===== config.mk =====
export PLATFORM = sky130hd
export DESIGN_NAME = row_seq_mux
export DESIGN_NICKNAME = d
export VERILOG_FILES = /design/src/rtl/row_seq_mux_pkg.sv /design/src/rtl/row_seq_mux_select.sv /design/src/rtl/row_seq_mux.sv
export SDC_FILE = /design/constraint.sdc
export NUM_CORES = 1
export LEC_CHECK = 0
export ABC_AREA = 1
export CELL_PAD_IN_SITES_DETAIL_PLACEMENT = 2
export CELL_PAD_IN_SITES_GLOBAL_PLACEMENT = 2
export CORE_MARGIN = 2
export CORE_UTILIZATION = 16
export CTS_CLUSTER_DIAMETER = 120
export DETAILED_ROUTE_END_ITERATION = 10
export PLACE_DENSITY_LB_ADDON = 0.1
export SYNTH_ARGS = -nofsm -noshare
export SYNTH_HDL_FRONTEND = slang
export SYNTH_SLANG_ARGS = --single-unit
export TNS_END_PERCENT = 30

===== constraint.sdc =====
create_clock -name clk -period 4.64 [get_ports clk]
set_input_delay 1.16 -clock clk [delete_from_list [all_inputs] [get_ports clk]]
set_output_delay 1.16 -clock clk [all_outputs]
set_load 0.03 [all_outputs]

===== src/rtl/row_seq_mux_pkg.sv =====
// Shared definitions for the row sequencer: default geometry and scan FSM encoding.
package row_seq_mux_pkg;

    localparam int unsigned DEFAULT_DATA_WIDTH = 32;
    localparam int unsigned DEFAULT_NUM_ROWS   = 10;
    localparam int unsigned DEFAULT_SEL_WIDTH  = 4;

    typedef enum logic [1:0] {
        ST_IDLE = 2'd0,
        ST_SCAN = 2'd1,
        ST_DONE = 2'd2
    } scan_state_e;

endpackage


===== src/rtl/row_seq_mux_select.sv =====
// Pure combinational row lookup: index -> row word, with an in-range flag.
module row_select_comb
    import row_seq_mux_pkg::*;
#(
    parameter int unsigned DATA_WIDTH = DEFAULT_DATA_WIDTH,
    parameter int unsigned NUM_ROWS   = DEFAULT_NUM_ROWS,
    parameter int unsigned SEL_WIDTH  = DEFAULT_SEL_WIDTH
) (
    input  logic [NUM_ROWS*DATA_WIDTH-1:0] rows_in,
    input  logic [SEL_WIDTH-1:0]           idx,
    output logic [DATA_WIDTH-1:0]          row_c,
    output logic                           hit_c
);

    // Out-of-range indices yield zero with hit_c low, never a stale word.
    always_comb begin
        row_c = '0;
        hit_c = 1'b0;
        for (int k = 0; k < int'(NUM_ROWS); k++) begin
            if (idx == SEL_WIDTH'(k)) begin
                row_c = rows_in[k*DATA_WIDTH +: DATA_WIDTH];
                hit_c = 1'b1;
            end
        end
    end

endmodule


===== src/rtl/row_seq_mux.sv =====
// Registered row multiplexer with manual select and a handshaked auto-scan over all rows.
module row_seq_mux
    import row_seq_mux_pkg::*;
#(
    parameter int unsigned DATA_WIDTH = DEFAULT_DATA_WIDTH,
    parameter int unsigned NUM_ROWS   = DEFAULT_NUM_ROWS,
    parameter int unsigned SEL_WIDTH  = DEFAULT_SEL_WIDTH
) (
    input  logic                           clk,
    input  logic                           rst,
    input  logic [NUM_ROWS*DATA_WIDTH-1:0] rows_in,
    input  logic [SEL_WIDTH-1:0]           sel,
    input  logic                           ena,
    input  logic                           mode,
    input  logic                           start,
    input  logic                           out_ready,
    output logic [DATA_WIDTH-1:0]          out,
    output logic                           out_valid,
    output logic [SEL_WIDTH-1:0]           out_idx,
    output logic                           busy,
    output logic                           done
);

    localparam logic [SEL_WIDTH-1:0] LAST_IDX = SEL_WIDTH'(NUM_ROWS - 1);

    scan_state_e           state_q, state_d;
    logic [DATA_WIDTH-1:0] out_q, out_d;
    logic                  out_valid_q, out_valid_d;
    logic [SEL_WIDTH-1:0]  out_idx_q, out_idx_d;
    logic                  busy_q, busy_d;
    logic                  done_q, done_d;

    logic [SEL_WIDTH-1:0]  lookup_idx_c;
    logic [DATA_WIDTH-1:0] row_c;
    logic                  hit_c;
    logic                  free_c;

    // During a scan out_idx_q doubles as the scan index; the lookup fetches the next row.
    always_comb begin
        lookup_idx_c = sel;
        if (state_q == ST_SCAN) begin
            lookup_idx_c = out_idx_q + SEL_WIDTH'(1);
        end else if (mode) begin
            lookup_idx_c = '0;
        end
    end

    row_select_comb #(
        .DATA_WIDTH (DATA_WIDTH),
        .NUM_ROWS   (NUM_ROWS),
        .SEL_WIDTH  (SEL_WIDTH)
    ) u_select (
        .rows_in (rows_in),
        .idx     (lookup_idx_c),
        .row_c   (row_c),
        .hit_c   (hit_c)
    );

    assign free_c = !out_valid_q || out_ready;

    always_comb begin
        state_d     = state_q;
        out_d       = out_q;
        out_valid_d = out_valid_q;
        out_idx_d   = out_idx_q;

        if (!ena) begin
            state_d     = ST_IDLE;
            out_d       = '0;
            out_valid_d = 1'b0;
            out_idx_d   = '0;
        end else begin
            unique case (state_q)
                ST_IDLE: begin
                    if (free_c) begin
                        if (!mode) begin
                            out_d       = row_c;
                            out_valid_d = hit_c;
                            out_idx_d   = hit_c ? sel : '0;
                        end else if (start) begin
                            state_d     = ST_SCAN;
                            out_d       = row_c;
                            out_valid_d = 1'b1;
                            out_idx_d   = '0;
                        end else begin
                            out_d       = '0;
                            out_valid_d = 1'b0;
                            out_idx_d   = '0;
                        end
                    end
                end
                ST_SCAN: begin
                    if (out_valid_q && out_ready) begin
                        if (out_idx_q == LAST_IDX) begin
                            state_d     = ST_DONE;
                            out_d       = '0;
                            out_valid_d = 1'b0;
                            out_idx_d   = '0;
                        end else begin
                            out_d       = row_c;
                            out_valid_d = 1'b1;
                            out_idx_d   = lookup_idx_c;
                        end
                    end
                end
                ST_DONE: begin
                    state_d = ST_IDLE;
                end
                default: begin
                    state_d     = ST_IDLE;
                    out_d       = '0;
                    out_valid_d = 1'b0;
                    out_idx_d   = '0;
                end
            endcase
        end

        busy_d = (state_d == ST_SCAN);
        done_d = (state_d == ST_DONE);
    end

    always_ff @(posedge clk or posedge rst) begin
        if (rst) begin
            state_q     <= ST_IDLE;
            out_q       <= '0;
            out_valid_q <= 1'b0;
            out_idx_q   <= '0;
            busy_q      <= 1'b0;
            done_q      <= 1'b0;
        end else begin
            state_q     <= state_d;
            out_q       <= out_d;
            out_valid_q <= out_valid_d;
            out_idx_q   <= out_idx_d;
            busy_q      <= busy_d;
            done_q      <= done_d;
        end
    end

    assign out       = out_q;
    assign out_valid = out_valid_q;
    assign out_idx   = out_idx_q;
    assign busy      = busy_q;
    assign done      = done_q;

endmodule


# Word level (Yosys, flattened, before mapping)
# Cells that the tools add are included.
[word_totals]
ram_bits = 0
regBits = 41
in_bits = 330
rom_bits = 0
elab_cells = 80
latchBits = 0
mem_count = 0
out_inout_bits = 39
[classes]
shifts = 0
n_eq_ne = 17
n_lt_le_gt_ge = 0
multipliers = 0
div = 0
n_reduce_logical = 6
bitwise_logic = 0
muxes = 50
addsub = 1
[op_table]
columns = ["op", "n"]
rows = [
  ["$mux 32", 16],
  ["$pmux 32 s3", 1],
  ["$mux 4", 8],
  ["$eq 4x3->1 const B", 4],
  ["$mux 1", 16],
  ["$eq 4x4->1 const B", 3],
  ["$mux 2", 6],
  ["$pmux 4 s3", 1],
  ["$eq 4x2->1 const B", 2],
  ["$add 4x1->4 const B", 1],
  ["$eq 2x1->1 const B", 2],
  ["$eq 2x2->1 const B", 2],
  ["$eq 4x1->1 const B", 1],
  ["$logic_not 4->1", 1],
  ["$pmux 2 s2", 1],
  ["$ne 3x2->1 const B", 1],
  ["$ne 3x3->1 const B", 1],
  ["$pmux 1 s3", 1],
  ["$reduce_and 3->1", 1],
  ["$logic_not 2->1", 1],
  ["$ne 2x2->1 const B", 1],
  ["$logic_and 1x1->1", 1],
  ["$logic_not 1->1", 1],
  ["$logic_or 1x1->1", 1],
]

# Depth between registers and ports, before layout
[depth]
depth_word = 18
mapped_depth = 18
depth_no_buf = 17

# Hierarchy
# From an unflattened synthesis, not the netlist that was laid out.
[hier_totals]
hier_cells = 828
area_unflattened_um2 = 4434.3
[modules_own_cells]
columns = ["module", "area_each_um2", "cells_each", "seq_area_each_um2", "instances"]
rows = [
  ["row_select_comb", 2539.9, 602, 0.0, 1],
  ["row_seq_mux", 1894.3, 226, 1026.0, 1],
]

# Worst setup path before layout
# OpenSTA, ideal clock, no wires.
[synth_path]
path_kind = "input -> register"
from = "in mode"
to = "reg out_q[15] (netlist: out[15])"
required_time_ns = 4.523
cell_stages = 14
path_buffers = 1
setup_time_ns = 0.117
path_slack_ns = 2.043
arrival_time_ns = 2.480
cell_sequence = "inv_2 -> nand2_1 -> nand2_1 -> nand2_2 -> nor2_2 -> nand3_2 -> clkbuf_1 -> or2_0 -> nand2_1 -> nand4_1 -> nor2_1 -> nand3_1 -> nand2_1 -> nand2_1"
[synth_between]
elab_chain_len = 18
word_cells_on_any_way = 29
cone_classes = "eq/ne (9); mux (19); reduce/logical (1)"
[synth_rtl]
columns = ["element", "line_no", "text"]
rows = [
  ["from (decl)", "row_seq_mux.sv:14", "input logic mode,"],
  ["$mux 4", "row_seq_mux.sv:43", "end else if (mode) begin"],
  ["$mux 4", "row_seq_mux.sv:41", "if (state_q == ST_SCAN) begin"],
  ["$logic_not 4->1", "row_seq_mux_select.sv:20", "if (idx == SEL_WIDTH'(k)) begin"],
  ["$mux 32 (10 in series)", "row_seq_mux_select.sv:20", ""],
  ["$mux 32", "row_seq_mux.sv:80", "end else if (start) begin"],
  ["$mux 32", "row_seq_mux.sv:76", "if (!mode) begin"],
  ["$mux 32", "row_seq_mux.sv:75", "if (free_c) begin"],
  ["$pmux 32 s3 (*)", "row_seq_mux.sv:73", "unique case (state_q)"],
  ["$mux 32 (*)", "row_seq_mux.sv:67", "if (!ena) begin"],
  ["to (signal assigned)", "row_seq_mux.sv:132", "out_q <= out_d;"],
  ["to (decl)", "row_seq_mux.sv:27", "logic [DATA_WIDTH-1:0] out_q, out_d;"],
]
# Mark *: on every way between the ends. The rest lies on a longest branch, timed or not. The select of a mux whose other input is x is not followed.
# A chain may end at the register's enable or synchronous reset.

# Final worst setup path
[layout_path]
from = "in mode"
to = "reg out_q[29] (netlist: out[29])"
# The elaborated chain is that of the path after synthesis.

==> metrics.txt <==
largest family of logic cells by synthesized area simple AND/OR/NAND/NOR gates; critical path, cell by cell clkdlybuf4s50_1, inv_2, nand2_1, nand2_1, nand2_2, nand3_2, buf_4, or2_2, nand2_1, nand3_1, nand2_1, nand2_1; die area 31200 sq um; R2R Setup Slk 1750 ps; commonest non-fill, non-tap cell in the layout clkdlybuf4s50_1; hold_buf cts 0; Unique masters post-synth 30; Port Buf Inserts 368; worst min path class reg2reg; first-pass GRT wire length 49.5 mm; Fmax 274 MHz; post-route cell area 9120 sq um; area of the multi-input gates 3150 sq um; Worst-Margin Slew 623 ps; Clock Tree Root clkbuf_16; #FFs+latches synth 41; maximum buffer depth of the clock tree 2; CP delay by family, top simple AND/OR/NAND/NOR gates; worst setup path class in2reg; Critical Path Stages 12; DRC 0; CP Capture Type register; setup tns final 0 ps; CP max-delay cell clkdlybuf4s50_1; fin nets 1548; XOR/XNOR Fraction of Synth Area 0; Buffers & Inverters on Critical Path 3; Async SR Flop Fraction 1.00; CP Launch Type input port; Slew Limit Fails 0; post-route ant nets 0; vias in the first global route 7782; Starting Density 0.162; Final GP Congestion 0.808; Final Setup Violations 0; number of H-tree levels 2; share of cells above drive strength 1 0.0559; CTS tree built; synth warn 0; clk sinks 41; Slew HR 0.583; critical path arrival 3850 ps; Worst setup startpoint mode; most frequent CP cell nand2_1; Die W 177 um; R2R Path Start out_idx[0]$_DFFE_PP0P_; Worst Reg-to-Reg Cells 11; synthesized area 4770 sq um; Power Dens Cells 284 nW/um^2; Clock Latency Late Sink 300 ps; sequential area share after synthesis 0.215; mux share of post-synthesis cell area 0; detailed placement HPWL 27.9 mm; worst endpoint required time 4840 ps; dpl cell area 8940 sq um; register area 1030 sq um; ys flop type dfrtp_1; syn_nets 1200; Hold Vio Cnt, Final 0; post-synthesis simple-gate area fraction 0.554; RSZ-0062 raised after global routing no; gr ovfl total 0; Starting DRT DRC Count 176; cts repair resizes 0; Synth Area in Compound Gates 0.0940; Critical Path Sink out[29]$_DFFE_PP0P_; Post-Syn Area per Cell 5.49 sq um; largest net degree at the start of global routing 38; Crit Path Max Fanout 24; drt total wl 34.2 mm; Reg-to-Reg End out[29]$_DFFE_PP0P_; Post-synth EDFFs 0; Static Leakage 0.00415 uW; Die Span Y 177 um; core area 29500 sq um; Post-CTS Setup Bufs 0; status finished clean; # IOs 369; num rows 63; Post-Synth Adder-Cell Area 0.00525; slowest stage delay, CP 570 ps; Area Growth Syn to Fin 91.4%; initial antenna violation count 10; Tcrit/Tclk final 0.786; cts bufs inserted 5; most frequent cells in the layout clkdlybuf4s50_1, nand2_1, nand4_1; Vias/cell 4.41; Clock Skew 5.66 ps; DR vias 7125; drt first pass iters 4; Synth Instances 868; gr usage total 0.217; Max Cap Viol 0; clk slew on worst S/H paths 70 ps; routed len/inst 21.2 um; Filler cells 3606; Worst Hold Slack 481 ps; fin crit period 3650 ps; Peak VDD IR 128 uV
[where the power goes]
part           total [uW]  switching, uW  internal (uW)  leakage, uW
logic                1670            996            677      0.00352
clock network         431            179            251    0.0000797
registers             486           55.0            431     0.000553
total                2590           1230           1360      0.00415
[per-layer routing]
layer / global-route usage / vias to the layer above / wire [um]
li1: - / 3510 / -
met1: 0.273 / 3374 / 15000
met2: 0.368 / 209 / 16400
met3: 0.0588 / 26 / 2330
met4: 0.0479 / 6 / 484
met5: 0 / - / 37
[Yosys cell counts, types with 2 or more instances]
cell | number | area share
nand2_2 | 2 | 0.0026
dfrtp_1 | 41 | 0.22
nand3_2 | 4 | 0.0084
or2_0 | 14 | 0.018
nor2_1 | 69 | 0.054
a21oi_1 | 37 | 0.039
inv_1 | 87 | 0.069
or2_2 | 11 | 0.014
clkbuf_1 | 24 | 0.019
buf_2 | 21 | 0.022
o21ai_0 | 41 | 0.043
inv_2 | 7 | 0.0055
nand3_1 | 61 | 0.064
buf_4 | 7 | 0.011
ha_1 | 2 | 0.0052
nor4_1 | 2 | 0.0026
o22ai_1 | 3 | 0.0039
clkinv_1 | 7 | 0.0055
or2_1 | 5 | 0.0066
nor2_2 | 5 | 0.0066
nand2_1 | 323 | 0.25
nand4_1 | 87 | 0.11
[tightest hold or removal path, delay by kind of cell (launching register included)]
family,cells,cell delay [ps]
flops,1,350
simple gates,2,100
[flip-flops by register name (all words and copies together), names as in the netlist]
register   flops
busy           1
done           1
out           32
out_idx        4
out_valid      1
state_q        2
[logic make-up (layout without fill, tap and decap cells)]
| logic type | after synthesis | in the layout |
|---|---|---|
| other | 0 | 8 |
| and+or+nand+nor | 586 | 586 |
| adders and majority gates | 2 | 2 |
| buffers and inverters | 153 | 501 |
| DFF | 41 | 41 |
| AOI/OAI and AO/OA | 86 | 86 |
[area by class of cell]
class | instances | share of cell area
Antenna cell | 8 | 0.00220
Clock buffer | 5 | 0.0137
Clock inverter | 2 | 0.00384
Inverter | 101 | 0.0416
Multi-Input combinational cell | 674 | 0.345
Sequential cell | 41 | 0.112
Tap cell | 390 | 0.0535
Timing Repair Buffer | 393 | 0.427
[worst min-delay path by stage]
stage	from	to	slack [ps]	depth (start not counted)
floorplan	state_q[0]$_DFF_PP0_	done$_DFF_PP0_	590	2
global placement	out[13]$_DFFE_PP0P_	out[13]$_DFFE_PP0P_	460	2
detailed placement	out[28]$_DFFE_PP0P_	out[28]$_DFFE_PP0P_	470	2
CTS	out[12]$_DFFE_PP0P_	out[12]$_DFFE_PP0P_	490	2
global route	out[25]$_DFFE_PP0P_	out[25]$_DFFE_PP0P_	510	2
finish	out[12]$_DFFE_PP0P_	out[12]$_DFFE_PP0P_	480	2
[metrics by stage]
step	std cells	power (uW)	worst slack, ps	util
after CTS	1606	2660	947	0.309
after detailed placement	1599	2200	619	0.303
after global routing	1611	2820	765	0.309
after floorplan	868	1340	2040	-
after global placement	1599	2190	626	0.303
final	1614	2590	994	0.309
Power figures use the tool's default switching activity.
